### config.mk
export PLATFORM = sky130hd
export DESIGN_NAME = toy_bpu_l0btb_ctrl_flat
export DESIGN_NICKNAME = d
export VERILOG_FILES = /design/src/rtl/toy_bpu_l0btb_ctrl_pkg.sv /design/src/rtl/toy_bpu_l0btb_ctrl_if.sv /design/src/rtl/toy_bpu_l0btb_ctrl_repl.sv /design/src/rtl/toy_bpu_l0btb_ctrl.sv /design/src/flat_wrapper.sv
export SDC_FILE = /design/constraint.sdc
export NUM_CORES = 1
export LEC_CHECK = 0
export ABC_CLOCK_PERIOD_IN_PS = 2100
export BUFFER_PORTS_ARGS = -buffer_cell sky130_fd_sc_hd__clkbuf_2
export CELL_PAD_IN_SITES_DETAIL_PLACEMENT = 0
export CELL_PAD_IN_SITES_GLOBAL_PLACEMENT = 1
export CORE_UTILIZATION = 23
export CTS_CLUSTER_DIAMETER = 40
export DETAILED_ROUTE_END_ITERATION = 16
export GPL_TIMING_DRIVEN = 0
export PLACE_DENSITY_LB_ADDON = 0.25
export RECOVER_POWER = 50
export SKIP_CTS_REPAIR_TIMING = 1
export SYNTH_ARGS = -nofsm -noshare
export SYNTH_HDL_FRONTEND = slang
export SYNTH_SLANG_ARGS = --single-unit
### constraint.sdc
create_clock -name clk -period 2.1 [get_ports clk]
set_clock_uncertainty 0.2 [all_clocks]
set_input_delay 0.105 -clock clk [delete_from_list [all_inputs] [get_ports clk]]
set_output_delay 0.105 -clock clk [all_outputs]
set_load 0.05 [all_outputs]
### src/rtl/toy_bpu_l0btb_ctrl_pkg.sv
// Shared types for the L0 BTB controller: entry payload, tag width and FSM states.
package toy_pack;

  localparam int L0BTB_TAG_WIDTH    = 8;
  localparam int L0BTB_TARGET_WIDTH = 16;

  typedef struct packed {
    logic [L0BTB_TAG_WIDTH-1:0]    tag;
    logic [L0BTB_TARGET_WIDTH-1:0] target;
  } l0btb_entry_pkg;

  typedef enum logic {
    IDLE  = 1'b0,
    FLUSH = 1'b1
  } l0btb_ctrl_state_e;

endpackage

### src/rtl/toy_bpu_l0btb_ctrl_if.sv
// Flush / train / kill handshake bundle between the backend and the L0 BTB controller.
interface toy_bpu_l0btb_ctrl_if;
  import toy_pack::*;

  logic                       flush_req;
  logic                       flush_busy;
  logic                       train_vld;
  logic                       train_rdy;
  l0btb_entry_pkg             train_pld;
  logic                       kill_vld;
  logic                       kill_rdy;
  logic [L0BTB_TAG_WIDTH-1:0] kill_tag;

  modport master (
    output flush_req, train_vld, train_pld, kill_vld, kill_tag,
    input  flush_busy, train_rdy, kill_rdy
  );

  modport slave (
    input  flush_req, train_vld, train_pld, kill_vld, kill_tag,
    output flush_busy, train_rdy, kill_rdy
  );

endinterface

### src/rtl/toy_bpu_l0btb_ctrl_repl.sv
// Victim selection and round-robin pointer for train misses.
// TOY_BPU_L0BTB_INV_FIRST_EN prefers the lowest invalid entry over the round-robin pointer.
module toy_bpu_l0btb_repl #(
  parameter int ENTRY_NUM = 8
) (
  input  logic                 clk,
  input  logic                 rst_n,
  input  logic [ENTRY_NUM-1:0] i_entry_vld,
  input  logic                 i_alloc,
  output logic [ENTRY_NUM-1:0] o_victim
);

  localparam int PTR_W = (ENTRY_NUM > 1) ? $clog2(ENTRY_NUM) : 1;

  logic [PTR_W-1:0] r_rr_ptr;
  logic [PTR_W-1:0] w_victim_idx;

`ifdef TOY_BPU_L0BTB_INV_FIRST_EN
  // Descending scan so the lowest invalid index is the one that sticks.
  always_comb begin
    w_victim_idx = r_rr_ptr;
    for (int i = ENTRY_NUM - 1; i >= 0; i--) begin
      if (!i_entry_vld[i]) begin
        w_victim_idx = PTR_W'(i);
      end
    end
  end
`else
  logic w_unused_vld;
  assign w_unused_vld = ^i_entry_vld;

  always_comb begin
    w_victim_idx = r_rr_ptr;
  end
`endif

  assign o_victim = ENTRY_NUM'(1) << w_victim_idx;

  // Power-of-two entry count makes the increment wrap to 0 on its own.
  always_ff @(posedge clk or negedge rst_n) begin
    if (!rst_n) begin
      r_rr_ptr <= '0;
    end else if (i_alloc) begin
      r_rr_ptr <= w_victim_idx + 1'b1;
    end
  end

endmodule

### src/rtl/toy_bpu_l0btb_ctrl.sv
// L0 BTB controller: arbitrates flush > kill > train and drives the entry-array write strobes.
// Victim policy selected by TOY_BPU_L0BTB_INV_FIRST_EN (see toy_bpu_l0btb_repl).
module toy_bpu_l0btb_ctrl
  import toy_pack::*;
#(
  parameter int ENTRY_NUM = 8
) (
  input  logic                          clk,
  input  logic                          rst_n,
  toy_bpu_l0btb_ctrl_if.slave           bus,
  input  logic           [ENTRY_NUM-1:0] i_entry_vld,
  input  l0btb_entry_pkg [ENTRY_NUM-1:0] i_entry_pld,
  output logic           [ENTRY_NUM-1:0] o_entry_update,
  output logic           [ENTRY_NUM-1:0] o_entry_update_inv,
  output l0btb_entry_pkg                 o_entry_update_pld
);

  localparam int                CNT_W    = (ENTRY_NUM > 1) ? $clog2(ENTRY_NUM) : 1;
  localparam logic [CNT_W-1:0]  CNT_LAST = CNT_W'(ENTRY_NUM - 1);

  l0btb_ctrl_state_e r_state;
  l0btb_ctrl_state_e w_next_state;
  logic [CNT_W-1:0]  r_flush_cnt;

  logic [ENTRY_NUM-1:0] w_hit_vec;
  logic [ENTRY_NUM-1:0] w_hit_onehot;
  logic                 w_hit;
  logic [ENTRY_NUM-1:0] w_kill_match;
  logic [ENTRY_NUM-1:0] w_victim;
  logic                 w_alloc;

  logic                 w_train_rdy;
  logic                 w_kill_rdy;
  logic                 w_flush_busy;
  logic [ENTRY_NUM-1:0] w_update;
  logic [ENTRY_NUM-1:0] w_update_inv;
  l0btb_entry_pkg       w_update_pld;

  logic w_unused_pld;
  assign w_unused_pld = ^i_entry_pld;

  always_comb begin
    w_hit_vec    = '0;
    w_kill_match = '0;
    for (int i = 0; i < ENTRY_NUM; i++) begin
      w_hit_vec[i]    = i_entry_vld[i] && (i_entry_pld[i].tag == bus.train_pld.tag);
      w_kill_match[i] = i_entry_vld[i] && (i_entry_pld[i].tag == bus.kill_tag);
    end
  end

  // Isolate the lowest set bit so a multi-hit rewrites only one entry.
  assign w_hit_onehot = w_hit_vec & (~w_hit_vec + 1'b1);
  assign w_hit        = |w_hit_vec;

  toy_bpu_l0btb_repl #(
    .ENTRY_NUM (ENTRY_NUM)
  ) u_repl (
    .clk         (clk),
    .rst_n       (rst_n),
    .i_entry_vld (i_entry_vld),
    .i_alloc     (w_alloc),
    .o_victim    (w_victim)
  );

  always_ff @(posedge clk or negedge rst_n) begin
    if (!rst_n) begin
      r_state     <= IDLE;
      r_flush_cnt <= '0;
    end else begin
      r_state     <= w_next_state;
      if (r_state == FLUSH && r_flush_cnt != CNT_LAST) begin
        r_flush_cnt <= r_flush_cnt + 1'b1;
      end else begin
        r_flush_cnt <= '0;
      end
    end
  end

  // A flush request in IDLE blocks both handshakes for that cycle before the walk starts.
  always_comb begin
    w_next_state = r_state;
    w_train_rdy  = 1'b0;
    w_kill_rdy   = 1'b0;
    w_flush_busy = 1'b0;
    w_update     = '0;
    w_update_inv = '0;
    w_update_pld = '0;
    w_alloc      = 1'b0;
    case (r_state)
      IDLE: begin
        if (bus.flush_req) begin
          w_next_state = FLUSH;
        end else begin
          w_kill_rdy = 1'b1;
          if (bus.kill_vld) begin
            w_update     = w_kill_match;
            w_update_inv = w_kill_match;
          end else begin
            w_train_rdy = 1'b1;
            if (bus.train_vld) begin
              w_update_pld = bus.train_pld;
              w_update     = w_hit ? w_hit_onehot : w_victim;
              w_alloc      = !w_hit;
            end
          end
        end
      end
      FLUSH: begin
        w_flush_busy = 1'b1;
        w_update     = ENTRY_NUM'(1) << r_flush_cnt;
        w_update_inv = ENTRY_NUM'(1) << r_flush_cnt;
        if (r_flush_cnt == CNT_LAST) begin
          w_next_state = bus.flush_req ? FLUSH : IDLE;
        end
      end
      default: w_next_state = IDLE;
    endcase
  end

  // Outputs are forced low while reset is held so nothing is accepted or written.
  assign bus.train_rdy          = rst_n && w_train_rdy;
  assign bus.kill_rdy           = rst_n && w_kill_rdy;
  assign bus.flush_busy         = rst_n && w_flush_busy;
  assign o_entry_update         = rst_n ? w_update     : '0;
  assign o_entry_update_inv     = rst_n ? w_update_inv : '0;
  assign o_entry_update_pld     = rst_n ? w_update_pld : '0;

endmodule

### src/flat_wrapper.sv
// flat-port wrapper written by rule: the top's interface ports become plain ports
module toy_bpu_l0btb_ctrl_flat import toy_pack::*;
#(
  parameter int ENTRY_NUM = 8
)
  (clk, rst_n, i_entry_vld, i_entry_pld, o_entry_update, o_entry_update_inv, o_entry_update_pld, bus_flush_req, bus_train_vld, bus_train_pld, bus_kill_vld, bus_kill_tag, bus_flush_busy, bus_train_rdy, bus_kill_rdy);
  toy_bpu_l0btb_ctrl_if bus_i ();
  input  logic clk;
  input  logic rst_n;
  input  logic           [ENTRY_NUM-1:0] i_entry_vld;
  input  l0btb_entry_pkg [ENTRY_NUM-1:0] i_entry_pld;
  output logic           [ENTRY_NUM-1:0] o_entry_update;
  output logic           [ENTRY_NUM-1:0] o_entry_update_inv;
  output l0btb_entry_pkg o_entry_update_pld;
  input wire logic [$bits(bus_i.flush_req)-1:0] bus_flush_req;
  input wire logic [$bits(bus_i.train_vld)-1:0] bus_train_vld;
  input wire logic [$bits(bus_i.train_pld)-1:0] bus_train_pld;
  input wire logic [$bits(bus_i.kill_vld)-1:0] bus_kill_vld;
  input wire logic [$bits(bus_i.kill_tag)-1:0] bus_kill_tag;
  output wire logic [$bits(bus_i.flush_busy)-1:0] bus_flush_busy;
  output wire logic [$bits(bus_i.train_rdy)-1:0] bus_train_rdy;
  output wire logic [$bits(bus_i.kill_rdy)-1:0] bus_kill_rdy;
  assign bus_i.flush_req = bus_flush_req;
  assign bus_i.train_vld = bus_train_vld;
  assign bus_i.train_pld = bus_train_pld;
  assign bus_i.kill_vld = bus_kill_vld;
  assign bus_i.kill_tag = bus_kill_tag;
  assign bus_flush_busy = bus_i.flush_busy;
  assign bus_train_rdy = bus_i.train_rdy;
  assign bus_kill_rdy = bus_i.kill_rdy;
  toy_bpu_l0btb_ctrl #(.ENTRY_NUM(ENTRY_NUM)) u_core (.clk(clk), .rst_n(rst_n), .bus(bus_i), .i_entry_vld(i_entry_vld), .i_entry_pld(i_entry_pld), .o_entry_update(o_entry_update), .o_entry_update_inv(o_entry_update_inv), .o_entry_update_pld(o_entry_update_pld));
endmodule
---- Word level (Yosys, flattened, before mapping) ----
Cells that the tools add are included.
operators by class
  equal/unequal tests ..................... 18
  bitwise gates (word level) .............. 3
  add/subtract/negate cells ............... 3
  reduce and logical (&&, ||, !) cells .... 22
  muxes and demuxes ....................... 29
  shifts and indexed selects .............. 2
operators with widths
  cell                                             number
  == test 8 bit                                    16
  2-to-1 mux 24 bit                                5
  2-to-1 mux 8 bit                                 8
  case mux 8 bit (2 select lines)                  2
  logical AND 1 bit                                20
  << shifter 1 x 3 -> 8 bit, first input constant  2
  2-to-1 mux 1 bit                                 12
  adder 8 x 1 -> 8 bit, second input constant      1
  AND 8 bit                                        1
  inverter 8 bit                                   1
  OR reduction 8 bit                               1
  adder 3 x 1 -> 3 bit, second input constant      2
  == test 3 bit, second input constant             1
  2-to-1 mux 3 bit                                 1
  != test 3 bit, second input constant             1
  case mux 1 bit (2 select lines)                  1
  logical NOT 1 bit                                1
  inverter 1 bit                                   1
word-level totals
  output and inout port bits .............. 43
  input bits .............................. 237
  register bits after elaboration ......... 7

---- Logic depth before layout (Yosys ltp) ----
Gate-level depths: netlist of run 1.
  depth in word-level cells ............... 11
  gate-level depth with buffers ........... 7
  mapped depth without buffers ............ 6

---- Modules after synthesis ----
From an unflattened synthesis of run 1, not the netlist that was laid out.
second synthesis, totals
  cell total of the unflattened synthesis .. 349
  area, all modules ....................... 2622.5 um^2
modules (own cells, without submodules)
  module              instances  cells an instance  area each (um^2)
  toy_bpu_l0btb_ctrl  1          326                2386.0
  toy_bpu_l0btb_repl  1          23                 236.5

---- Worst setup path after synthesis of run 1 ----
OpenSTA, ideal clock, no wires.
  path type ............................... register -> output
  start ................................... reg u_core.r_state
  end ..................................... out o_entry_update[2]
  cell stages (with the launch flop) ...... 7
  arrival ................................. 2564 ps
  required time ........................... 1795 ps
  setup slack ............................. -769 ps
  cell sequence ........................... dfrtp_1 or3b_1 nor4_1 nand4_1 a21boi_1 a41oi_1 o21ai_1
on the way
  cells in the longest elaborated chain, start to end .. 3
ends and longest elaborated chain
  what                               RTL line                   text
  start, declared                    toy_bpu_l0btb_ctrl.sv:21   l0btb_ctrl_state_e r_state;
  start signal, assigned             toy_bpu_l0btb_ctrl.sv:70   r_state <= w_next_state;
  inverter 1 bit                     --
  case mux 8 bit (2 select lines) *  toy_bpu_l0btb_ctrl.sv:89   case (r_state)
  2-to-1 mux 8 bit *                 toy_bpu_l0btb_ctrl.sv:124  assign o_entry_update = rst_n ? w_update : '0;
  end, declared                      flat_wrapper.sv:12         output logic [ENTRY_NUM-1:0] o_entry_update;
Every way passes the cells marked *; elsewhere a longest branch is shown, timed or not.

---- Final worst setup path of run 1 ----
Same ends and word-level chain as after synthesis.

==> summary.md, run 1 <==
The flow ran to the end, but the final reports show violations. The final reports fail on setup timing. Setup repair after global routing could not meet its margin everywhere. The cell with the largest stage delay on the worst path was sky130_fd_sc_hd__or3b_4. In this run the static leakage power is 1.697 nW. Yosys printed 0 warnings. The logs give 598 for the net count after synthesis and 1.104 mW for the switching power.

For the flip-flop and latch area, the log shows 175.2 um2. At the end of the flow the core is filled with cells to 34.64%. The synthesized design contains 7 register bits. In this run the cell area of the synthesized design comes to 2679 um2. The final weighted congestion in routability-driven placement was 0.8316. The tightest min-delay check is of the input port to flip-flop type. After layout, the worst path uses 112.7% of the clock period.

The relative area change from synthesis to final layout came out at 47.03%. Summed over all failing endpoints, the final setup total negative slack is -1.880 ns. For the die area, the log shows 12080 um2.

For this run, the total global-route usage over all layers was measured as 18.73%. The count of buffers added on input and output ports is 135. Internal power comes to 1.125 mW.

The worst setup slack after layout is -0.2668 ns, and the number of core rows is 39. The number of different library cells used by synthesis comes to 45. The first routing iteration left 120 violations.

The total power after layout is 2.229 mW. CTS placed an instance of sky130_fd_sc_hd__clkbuf_16 at the clock tree root. The power density relative to cell area is 566.0 nW/um2.

Across the VDD grid, the largest voltage drop is 0.3127 mV. The tool flagged a number of max-cap violations equal to 0. The endpoint identified for the worst register-to-register timing path is u_core.u_repl.r_rr_ptr[1]$_DFFE_PN0P_. The number of enable-type register cells in the synthesized netlist was 0; the via count of the routed design was 2916. TritonCTS built the clock tree. The number of buffers created by CTS was 3.

The worst register-to-register path begins at u_core.r_state$_DFF_PN0_. Number of antenna-violating nets in the routed design: 0. The number of placed instances, taps included, is 627. The longest clock path from root to sink contains 2 buffers. The layout has 1234 filler cells.

For the number of hold violations in the final report, the log shows 0. In this run the tightest slew margin relative to its limit is 69.51%. The run gives 1.79 ns as the data required time of the critical path. For this run, asynchronously set or reset flops after synthesis account for 100.0%. Counting every instance in the synthesized netlist gives 349. Of all nets on the critical path, the largest fanout is 3.

In this run the register-to-register setup slack is 0.57 ns. Leaving out filler cells and counting taps, the final layout contains 639. The number of slew-limit violations in the final report is 0.

The mean routed wirelength per cell is 17.54 um. The die is 109.9 um wide. At the pin with the least slew margin, the transition time is 0.4549 ns. For the number of inserted diodes, the log shows 0. The residual overflow from global routing came out at 0. Following the worst setup path forward leads to its endpoint at o_entry_update[2].

For this run, design rule violations remaining after detail routing come to 0. The run gives 2.06 ns as the data arrival time at the worst-slack endpoint. The number of antenna violations at the first check in global routing was 0; the average size of a mapped cell was 7.676 um2. The tools report the critical path launch point type as a flip-flop. The logs give 1 for the H-tree depth and 16700 um for the first-pass GRT wire length. The clock drives 7 sinks. The worst setup path is of the flip-flop to output pin kind. The critical path capture point type was an output pin. The average vias per placed instance is 4.563, and the HPWL after detailed placement is 8986 um. In this run the standard cell core region covers 11370 um2. The height of the die came out at 109.9 um. The worst-case setup slack after placement was -0.5819 ns; the area taken by multi-input logic gates was 2496 um2. The number of endpoints failing setup at the final stage is 28.

Commonest register cell after synthesis: sky130_fd_sc_hd__dfrtp_1. Power share of the clock group: 14.5%. The number of global-route vias before repair is 3034, and the initial core utilization is 23.56%.

The clock insertion delay at the later pin of the skew report came out at 0.23 ns. Switching power as a share of total power: 49.52%. The fmax is 422.5 MHz, and the combinational share of power is 73.9%. In the final layout, the share of cells above drive strength 1 is 40.73%.

The clock-pin transition on the worst setup and hold timing paths works out to 0.04 ns. Pin placement for this block handled 280 I/O pins. The wire length reported by the detailed router is 11210 um, and the time the worst path needs with I/O delays and setup is 2.367 ns.

Entering global routing, the biggest net connects 12 pins. The critical path starts at u_core.r_state$_DFF_PN0_. In this design, the stage delay of the slowest critical-path cell is 0.45 ns. The worst register-to-register path has a depth of 3.

First-pass iteration count of the detailed router: 4. The critical path goes through or3b_4 > nor4_4 > nand4_1 > a21boi_4 > a41oi_2 > o21ai_4 > buf_6. For the number of nets in the layout, the log shows 746. The logs give 6.539% for the register area share after synthesis and 11.6% for the share of power burned in registers.
-- cells in the final DEF (no fill, tap or decap), drive strengths merged, types with 2 or more instances in the layout --
cell type	instances
nand2	18
xnor2	110
dlygate4sd3	2
nand4	18
nor4	13
nor3	13
o31ai	3
a21oi	3
a31oi	5
nor2	11
nand3	20
a21boi	3
clkbuf	137
o21ai	8
ha	12
dfrtp	7
inv	13
xor2	19
nor2b	6
a21o	2
buf	29
and2	26
nand2b	5
-- worst min-delay path by stage --
stage                  start                               endpoint  cells after the start
6_report       bus_flush_req  u_core.u_repl.r_rr_ptr[2]$_DFFE_PN0P_                      4
3_3_place_gp           rst_n  u_core.u_repl.r_rr_ptr[1]$_DFFE_PN0P_                      1
4_1_cts                rst_n  u_core.u_repl.r_rr_ptr[1]$_DFFE_PN0P_                      1
3_5_place_dp           rst_n  u_core.u_repl.r_rr_ptr[1]$_DFFE_PN0P_                      1
5_1_grt        bus_flush_req  u_core.u_repl.r_rr_ptr[2]$_DFFE_PN0P_                      4
2_1_floorplan          rst_n        u_core.r_flush_cnt[0]$_DFF_PN0_                      0
-- cell families (layout without fill, tap and decap cells) --
logic type	after synthesis	after routing	synth area share (%)
fa+ha+maj	12	12	5.605
flops	7	7	6.539
xor+xnor	129	129	43.02
buf+inv	34	181	6.913
mux	2	2	0.9340
simple gates	136	136	29.94
compound gates	29	29	7.052
-- sequential cells by signal, summed over array words and instances, names as in the netlist --
name,cells
u_core.r_state,1
u_core.u_repl.r_rr_ptr,3
u_core.r_flush_cnt,3
-- power groups by stage --
| stage | Clock [mW] | Sequential, mW | Combinational [mW] |
|---|---|---|---|
| 2_1_floorplan | 0 | 0.246 | 1.05 |
| 3_3_place_gp | 0 | 0.257 | 1.46 |
| 3_5_place_dp | 0 | 0.262 | 1.47 |
| 4_1_cts | 0.330 | 0.261 | 1.47 |
| 5_1_grt | 0.339 | 0.269 | 1.79 |
| 6_report | 0.324 | 0.259 | 1.65 |
-- worst max-delay path: cells and delay by family (launching register included) --
| family | cells | cell delay [ns] |
|---|---|---|
| buffers and inverters | 1 | 0.18 |
| and+or+nand+nor | 3 | 0.84 |
| AOI/OAI and AO/OA | 3 | 0.41 |
| DFF | 1 | 0.39 |
-- synthesized netlist by cell type, types with 2 or more instances --
cell / count / share of area (%)
sky130_fd_sc_hd__dfrtp_1: 7 / 6.5
sky130_fd_sc_hd__xnor2_2: 3 / 1.8
sky130_fd_sc_hd__a31oi_1: 5 / 1.2
sky130_fd_sc_hd__xor2_1: 19 / 6.2
sky130_fd_sc_hd__nor4_1: 11 / 2.6
sky130_fd_sc_hd__buf_6: 7 / 2.9
sky130_fd_sc_hd__inv_1: 13 / 1.8
sky130_fd_sc_hd__nand2_1: 18 / 2.5
sky130_fd_sc_hd__nor2b_1: 6 / 1.4
sky130_fd_sc_hd__nand2b_1: 5 / 1.2
sky130_fd_sc_hd__and2_1: 25 / 5.8
sky130_fd_sc_hd__o21ai_0: 7 / 1.3
sky130_fd_sc_hd__o31ai_1: 3 / 0.84
sky130_fd_sc_hd__nand3_1: 19 / 3.5
sky130_fd_sc_hd__a21o_1: 2 / 0.56
sky130_fd_sc_hd__clkbuf_1: 12 / 1.7
sky130_fd_sc_hd__xnor2_1: 107 / 35
sky130_fd_sc_hd__ha_1: 12 / 5.6
sky130_fd_sc_hd__nor3_1: 8 / 1.5
sky130_fd_sc_hd__nand4_1: 18 / 4.2
sky130_fd_sc_hd__nor2_1: 11 / 1.5
sky130_fd_sc_hd__nor3_2: 5 / 1.9
sky130_fd_sc_hd__a21oi_1: 3 / 0.56
sky130_fd_sc_hd__a21boi_1: 2 / 0.56
-- through the flow --
stage          hold slack (ns)  area, um2
2_1_floorplan          -0.3906       2756
3_3_place_gp           -0.2092       3611
6_report                0.2624       3939
4_1_cts                -0.4471       3690
5_1_grt                 0.2910       3939
3_5_place_dp           -0.2061       3611
-- per-layer routing --
layer	up-vias	share of wire, %	track usage (%)
met5	-	0	0
met4	0	0.12	1.714
met3	2	7.8	3.023
met2	137	45	32.28
met1	1314	47	25.18
li1	1463	-	-
-- final cells by class --
type	instances	share of cell area [%]
inverter	13	1.239
multi-input combinational	308	63.37
clock buffer	4	2.001
sequential	7	4.447
tap	143	4.543
buffer	21	3.875
timing repair buffer	143	20.52
Power figures use the tool's default switching activity.
==> run 2: changes to the inputs <==
Settings changed: SETUP_SLACK_MARGIN set to 0.3.
==> run 2 against run 1 <==
The run ends with hold timing, setup timing left. Power increased by 11%. Routed wire length up 3.5%. First-iteration DRC count shrank 10%. Critical path depth is the same. Worst hold slack worse by 0.27 ns. Design area up 21%. Non-clock buffer count increased by 19. Worst setup slack better by 0.057 ns. Sequential cell count stayed put. Sequential share of layout area fell by 0.77 points. Largest cell class unchanged. Largest power group unchanged.
==> summary.md, run 2 (synthesis results as in run 1) <==
The top fanout value on the critical path was 3 (unchanged). The run gives 5 (+1) as the first-pass iteration count of the detailed router. For the I/O pin total, the log shows 280 (unchanged). The number of cell instances on the worst register-to-register path was 6 (+3). Critical path launch point type: a flip-flop.

The clock-pin transition on the worst setup and hold timing paths is 0.04 ns (about the same). The relative area change from synthesis to final layout was 77.91%; the largest net degree at the start of global routing was 12 (unchanged). For the H-tree depth, the log shows 1 (unchanged). The run gives 3690 um2 (+2.2%) as the placed standard-cell area.

TritonCTS built the clock tree. The maximum clock insertion buffer count came out at 2 (unchanged). The number of maximum-capacitance violations is 0 (unchanged). The tools report the wire length reported by the detailed router as 11600 um (+3.5%). The average vias per placed instance is 4.719 (+3.4%).

The residual overflow from global routing was 0 (unchanged); the portion of the clock cycle consumed by the worst path in the final layout was 110.0% (-2.7 points). Height of the die: 109.9 um (unchanged). The maximum cell stage delay along the critical path came out at 0.43 ns (-0.02 ns). The run gives 1 (+1) as the number of hold violations in the final report. The number of antenna-violating nets in the routed design is 0 (unchanged). The tools report the critical path capture point type as an output pin.

In the final layout, the registers with the most flip-flops are u_core.r_flush_cnt: 3 flops, u_core.u_repl.r_rr_ptr: 3 flops, u_core.r_state: 1 flops. The overall fraction of global-route tracks in use was 18.21% (-0.52 points). The power density relative to cell area was 517.6 nW/um2 (-8.5%); the setup slack of the most critical reg-to-reg path was 0.36 ns (-0.21 ns). Leaving out fill and tap cells, the most frequent cell in the layout is sky130_fd_sc_hd__xnor2_1. The horizontal die dimension was 109.9 um (unchanged).

The critical path goes through or3b_4 > nor4_4 > nand4_1 > a21boi_4 > a41oi_2 > o21ai_4 > buf_6. The data required time of the critical path was 1.79 ns (about the same); the number of inserted diodes was 0 (unchanged). The tools report the accumulated negative setup slack as -1.007 ns (+0.8731 ns). The cell with the largest stage delay on the worst path was sky130_fd_sc_hd__or3b_4. For the number of buffers created by CTS, the log shows 3 (unchanged). Setup repair after global routing could not meet its margin everywhere. The standby leakage power was 2.077 nW (+22%).

Destination of the worst hold path: u_core.r_state$_DFF_PN0_. In the layout the commonest cells are 103 x sky130_fd_sc_hd__xnor2_1, 91 x sky130_fd_sc_hd__clkbuf_2, 35 x sky130_fd_sc_hd__buf_6. The tightest min-delay check is of the input port to flip-flop type.

The number of global-route vias before repair was 3060 (+0.86%); the data arrival time at the worst-slack endpoint was 2.01 ns (-0.05 ns). The measured slew at the worst slew-check pin came out at 0.4931 ns (+0.03817 ns). The checks that failed: hold timing, setup timing.

For the die area, the log shows 12080 um2 (unchanged). The logs give -0.2100 ns (+0.05676 ns) for the worst setup slack after layout and 765 (+2.5%) for the number of nets in the layout. The number of core rows was 39 (unchanged).

The share of final-layout standard cells stronger than drive strength 1 is 50.87% (+10 points), and the fmax is 432.9 MHz (+2.5%). The mean routed wirelength per cell is 17.63 um (+0.52%). The flow ran to the end, but the final reports show violations.

The worst relative slew slack was 66.95% (-2.6 points); the initial core utilization was 23.56% (unchanged). Worst hold slack: -0.007813 ns (-0.2703 ns). The number of input and output port buffers inserted is 135 (unchanged), and the number of non-filler instances in the completed layout is 658 (+3.0%).

The worst register-to-register path begins at u_core.r_state$_DFF_PN0_. Placeable core area: 11370 um2 (unchanged). The cell chosen for the clock root is sky130_fd_sc_hd__clkbuf_16. The tools report the total instance count after detailed placement as 627 (unchanged). The number of antenna violations at the first check in global routing is 0 (unchanged). Number of instances on the worst hold path: 2 (-2). The tools report the cell area after layout as 4766 um2 (+21%).

The number of clock sinks seen by CTS is 7 (unchanged), and the number of slew-limit violations in the final report is 0 (unchanged). The number of DRC markers in iteration 0 came out at 108 (-10%). The worst setup path is of the flip-flop to output pin kind. In this run the most critical hold path is launched from bus_flush_req. The time the worst path needs with I/O delays and setup was 2.310 ns (-0.05676 ns); the via count of the routed design was 3105 (+6.5%). The run gives 0.8396 (+0.96%) as the final weighted congestion in routability-driven placement.

The endpoint identified for the worst register-to-register timing path is u_core.u_repl.r_rr_ptr[1]$_DFFE_PN0P_. HPWL after detailed placement: 8975 um (-0.13%). Number of endpoints failing setup at the final stage: 10 (-64%). The logs give 0.23 ns (about the same) for the clock insertion delay at the later pin of the skew report and 0.3156 mV (+0.94%) for the maximum resistive drop on vdd.

The tools report the post-detailed-route DRC marker count as 0 (unchanged). The tools report the first-pass GRT wire length as 16330 um (-2.3%).
[run 2: layout make-up]
cell class                 count  area (um2)
fill                        1140        6604
buffer                        21       254.0
clock buffer                   4       78.83
timing repair buffer         162        1235
tap                          143       178.9
sequential                     7       175.2
multi-input combinational    308        2793
inverter                      13       51.30
[run 2: stage by stage]
stage               power (mW)  hold WS [ns]  setup WS (ns)  utilization [%]
floorplan                1.358       -0.3906        0.05918                -
global placement         1.782       -0.2095        -0.5912            32.45
detailed placement       1.799       -0.2074        -0.5326            32.45
CTS                      2.128       -0.4470        -0.6934            33.15
global route             2.644       0.01074        -0.2744            41.92
finish                   2.467     -0.007813        -0.2100            41.92
[run 2: metal layers]
layer | global-route usage, % | part of all wire (%) | up-vias
li1 | - | - | 1505
met5 | 0 | 0 | -
met4 | 1.714 | 0.095 | 0
met3 | 1.838 | 8.2 | 2
met2 | 32.99 | 49 | 139
met1 | 23.85 | 43 | 1459
[run 2: power breakdown]
group          leakage [nW]  switching, mW  internal [mW]  total [mW]
sequential           0.0777         0.0677          0.195       0.263
combinational          1.96           1.06          0.824        1.89
clock                0.0382         0.0666          0.252       0.319
[run 2: worst max path at each step]
stage,slack [ns],cells past startpoint,start,endpoint
floorplan,0.06,6,u_core.r_state$_DFF_PN0_,o_entry_update[2]
global placement,-0.59,8,bus_kill_tag[5],o_entry_update[4]
detailed placement,-0.53,8,bus_kill_tag[5],o_entry_update[4]
CTS,-0.69,6,u_core.r_state$_DFF_PN0_,o_entry_update[6]
global route,-0.27,7,u_core.r_state$_DFF_PN0_,o_entry_update[2]
finish,-0.21,7,u_core.r_state$_DFF_PN0_,o_entry_update[2]
[run 2: worst max-delay path, delay by kind of cell, from the launching register on]
family                 cells  cell delay, ns
AO/OA/AOI/OAI              3            0.41
buffers and inverters      1            0.17
flip-flops                 1            0.39
AND/OR/NAND/NOR            3            0.80
==> run 3: changes to the inputs <==
Settings changed: ABC_CLOCK_PERIOD_IN_PS 2100 to 2500, SKIP_LAST_GASP set to 1, SLEW_MARGIN set to 10.
Clock period 2.1 ns to 2.5 ns, I/O delays scaled along.
==> run 3 against run 2 <==
The run ends with DRC left. Utilization is 8.2 points lower. Clock power decreased by 12%. Routed wire length is 2.4% lower. Via count decreased by 6.1%. Register-to-register slack better by 0.56 ns. Count of clock-buffer cells in the layout stayed put. Critical endpoint unchanged. Critical path depth up 1. First-iteration DRC count fell by 18%. Sequential cell count is the same. Sequential share of layout area increased by 0.90 points. Sequential power decreased by 16%.
==> summary.md, run 3 (synthesis results as in run 1) <==
For the wire length reported by the detailed router, the log shows 11320 um (-2.4%). Setup repair after global routing could not meet its margin everywhere. The logs give 2916 (-6.1%) for the via count of the routed design and 0 (unchanged) for the number of antenna-violating nets in the routed design. The share of power burned in registers was 12.4% (+1.7 points). The run gives 2977 (-2.7%) as the number of global-route vias before repair. The logs give 89 (-18%) for the number of DRC markers in iteration 0 and 0 (-1) for the number of hold violations in the final report.

Horizontal die dimension: 109.9 um (unchanged). The run gives 2.17 ns (+0.38 ns) as the data required time of the critical path. The first-pass GRT wire length is 16730 um (+2.5%), and the total length of routed met2 wires is 5166 um (-8.8%). The number of inserted diodes is 0 (unchanged), and the residual overflow from global routing is 0 (unchanged).

The standby leakage power is 1.633 nW (-21%), and the relative area change from synthesis to final layout is 42.92%. The worst relative slew slack is 56.54% (-10 points). The clock-pin transition on the worst setup and hold timing paths was 0.04 ns (about the same); the mean routed wirelength per cell was 17.76 um (+0.79%).

The worst hold slack was 0.3201 ns (+0.3279 ns). The run gives 752 um (-21%) as the wire length on met3. After detailed routing, no signal wire sits above met4.

The number of input and output port buffers inserted was 135 (unchanged). The run gives 1 (unchanged) as the H-tree depth. The setup path with the least slack is of type input port to output pin. The number of antenna violations at the first check in global routing was 0 (unchanged); the initial core utilization was 23.56% (unchanged). Top fanout value on the critical path: 9 (+6). The switching power as a share of total power was 50.40% (+1.9 points). The tools report the placeable core area as 11370 um2 (unchanged). The combinational share of power is 72.0% (-4.4 points), and the first-pass iteration count of the detailed router is 10 (+5).

The post-detailed-route DRC marker count is 2 (+2), and the met1 wire length is 5279 um (+6.2%). The critical path launch point type is an input port. The total power after layout was 1.789 mW (-27%). The slowest stage of the critical path belongs to the cell sky130_fd_sc_hd__nor3_1.

The tools report the number of endpoints failing setup at the final stage as 0 (-10). The average vias per placed instance is 4.578 (-3.0%), and the switching power is 901.6 uW (-25%). The measured slew at the worst slew-check pin is 0.6470 ns (+0.1539 ns). The library cell used most frequently in the layout, excluding fill and tap cells, is sky130_fd_sc_hd__clkbuf_2. The tools report the power share of the clock group as 15.7% (+2.8 points).

The tools report the overall fraction of global-route tracks in use as 18.93% (+0.72 points). The top cell types in the final layout, fill and taps aside, are 112 x sky130_fd_sc_hd__clkbuf_2, 107 x sky130_fd_sc_hd__xnor2_1, 24 x sky130_fd_sc_hd__and2_1. The critical path capture point type was an output pin. Height of the die: 109.9 um (unchanged).

The logs give 0.1670 mV (-47%) for the maximum resistive drop on vdd and 3 (unchanged) for the number of buffers created by CTS. Portion of the clock cycle consumed by the worst path in the final layout: 94.21%. The number of maximum-capacitance violations came out at 0 (unchanged). The flow ran to the end, but the final reports show violations. The time the worst path needs with I/O delays and setup was 2.355 ns.

The clock insertion delay at the later pin of the skew report came out at 0.24 ns (about the same). Number of clock sinks seen by CTS: 7 (unchanged). The largest net degree at the start of global routing came out at 12 (unchanged). Walking the worst path, the cells encountered are clkbuf_2 > xnor2_1 > nand3_1 > nor3_1 > nor2_1 > a41oi_2 > o21ai_2 > buf_6. The number of slew-limit violations in the final report was 0 (unchanged).

The I/O pin total is 280 (unchanged), and the number of nets in the layout is 744 (-2.7%). The run gives 12080 um2 (unchanged) as the die area. TritonCTS built the clock tree. The power density relative to cell area is 467.3 nW/um2 (-9.7%), and the HPWL after detailed placement is 9093 um (+1.3%).

The largest registers in the layout are u_core.r_flush_cnt: 3 flops, u_core.u_repl.r_rr_ptr: 3 flops, u_core.r_state: 1 flops. The maximum cell stage delay along the critical path came out at 0.54 ns (+0.11 ns). The share of final-layout standard cells stronger than drive strength 1 works out to 37.04% (-14 points). The tools report the cell chosen for the clock root as sky130_fd_sc_hd__clkbuf_16. The logs give 2.03 ns (+0.02 ns) for the data arrival time at the worst-slack endpoint and 424.6 MHz for the fmax.

The final weighted congestion in routability-driven placement came out at 0.8238 (-1.9%). The number of core rows is 39 (unchanged), and the maximum clock insertion buffer count is 2 (unchanged). The tightest min-delay check is of the input port to flip-flop type. The final reports fail on DRC. For the internal cell power, the log shows 887.4 uW (-30%).
## run 3: cell types whose count changed in the layout (fill, tap and decap cells not counted), sizes merged
cell and delta:
buf -52, clkbuf +30, dlygate4sd3 +1
## run 3: path summary, 6_finish.rpt
path / from / endpoint / slack, ns / cells after the start
max in group asynchronous: rst_n / u_core.u_repl.r_rr_ptr[2]$_DFFE_PN0P_ / 1.43 / 2
worst min register to register: u_core.u_repl.r_rr_ptr[1]$_DFFE_PN0P_ / u_core.u_repl.r_rr_ptr[1]$_DFFE_PN0P_ / 0.37 / 1
worst max register to register: u_core.r_state$_DFF_PN0_ / u_core.u_repl.r_rr_ptr[1]$_DFFE_PN0P_ / 0.92 / 3
worst max-delay path: bus_train_pld[19] / o_entry_update[2] / 0.14 / 8
worst min-delay path: bus_flush_req / u_core.u_repl.r_rr_ptr[0]$_DFFE_PN0P_ / 0.32 / 4
min in group asynchronous: rst_n / u_core.r_flush_cnt[1]$_DFF_PN0_ / 0.38 / 2
## run 3: layout make-up
type                            instances  area, um2
Buffer                                 21      150.1
Timing Repair Buffer                  141      750.7
Inverter                               13      48.80
Sequential cell                         7      175.2
Clock buffer                            4      78.83
Fill cell                            1261       7541
Tap cell                              143      178.9
Multi-Input combinational cell        308       2446
## run 3: metrics by stage
step | TNS [ns] | std cells | area (um2) | setup slack [ns] | util (%)
2_1_floorplan | -0.2027 | 349 | 2720 | -0.06757 | -
3_3_place_gp | -0.4689 | 627 | 3575 | -0.2905 | 31.44
3_5_place_dp | -0.4133 | 627 | 3575 | -0.2632 | 31.44
4_1_cts | -0.8378 | 631 | 3654 | -0.2857 | 32.13
5_1_grt | 0 | 637 | 3829 | 0.04537 | 33.67
6_report | 0 | 637 | 3829 | 0.1449 | 33.67
## run 3: power by group through the flow
stage          Combinational [mW]  Sequential [mW]  Clock (mW)
2_1_floorplan               0.862            0.206           0
3_3_place_gp                 1.20            0.218           0
3_5_place_dp                 1.20            0.223           0
4_1_cts                      1.21            0.221       0.282
5_1_grt                      1.41            0.228       0.292
6_report                     1.29            0.221       0.280
## run 3: critical path: cells and delay by family
kind / cells / cell delay, ns
AOI/OAI and AO/OA: 2 / 0.36
xor gates and xnor gates: 1 / 0.24
and+or+nand+nor: 3 / 0.90
buffers and inverters: 2 / 0.41
## run 3: per-layer routing
metal	vias to the layer above	global-route usage, %
met5	-	0
li1	1463	-
met4	0	3.619
met2	122	32.01
met1	1320	26.08
met3	11	1.660
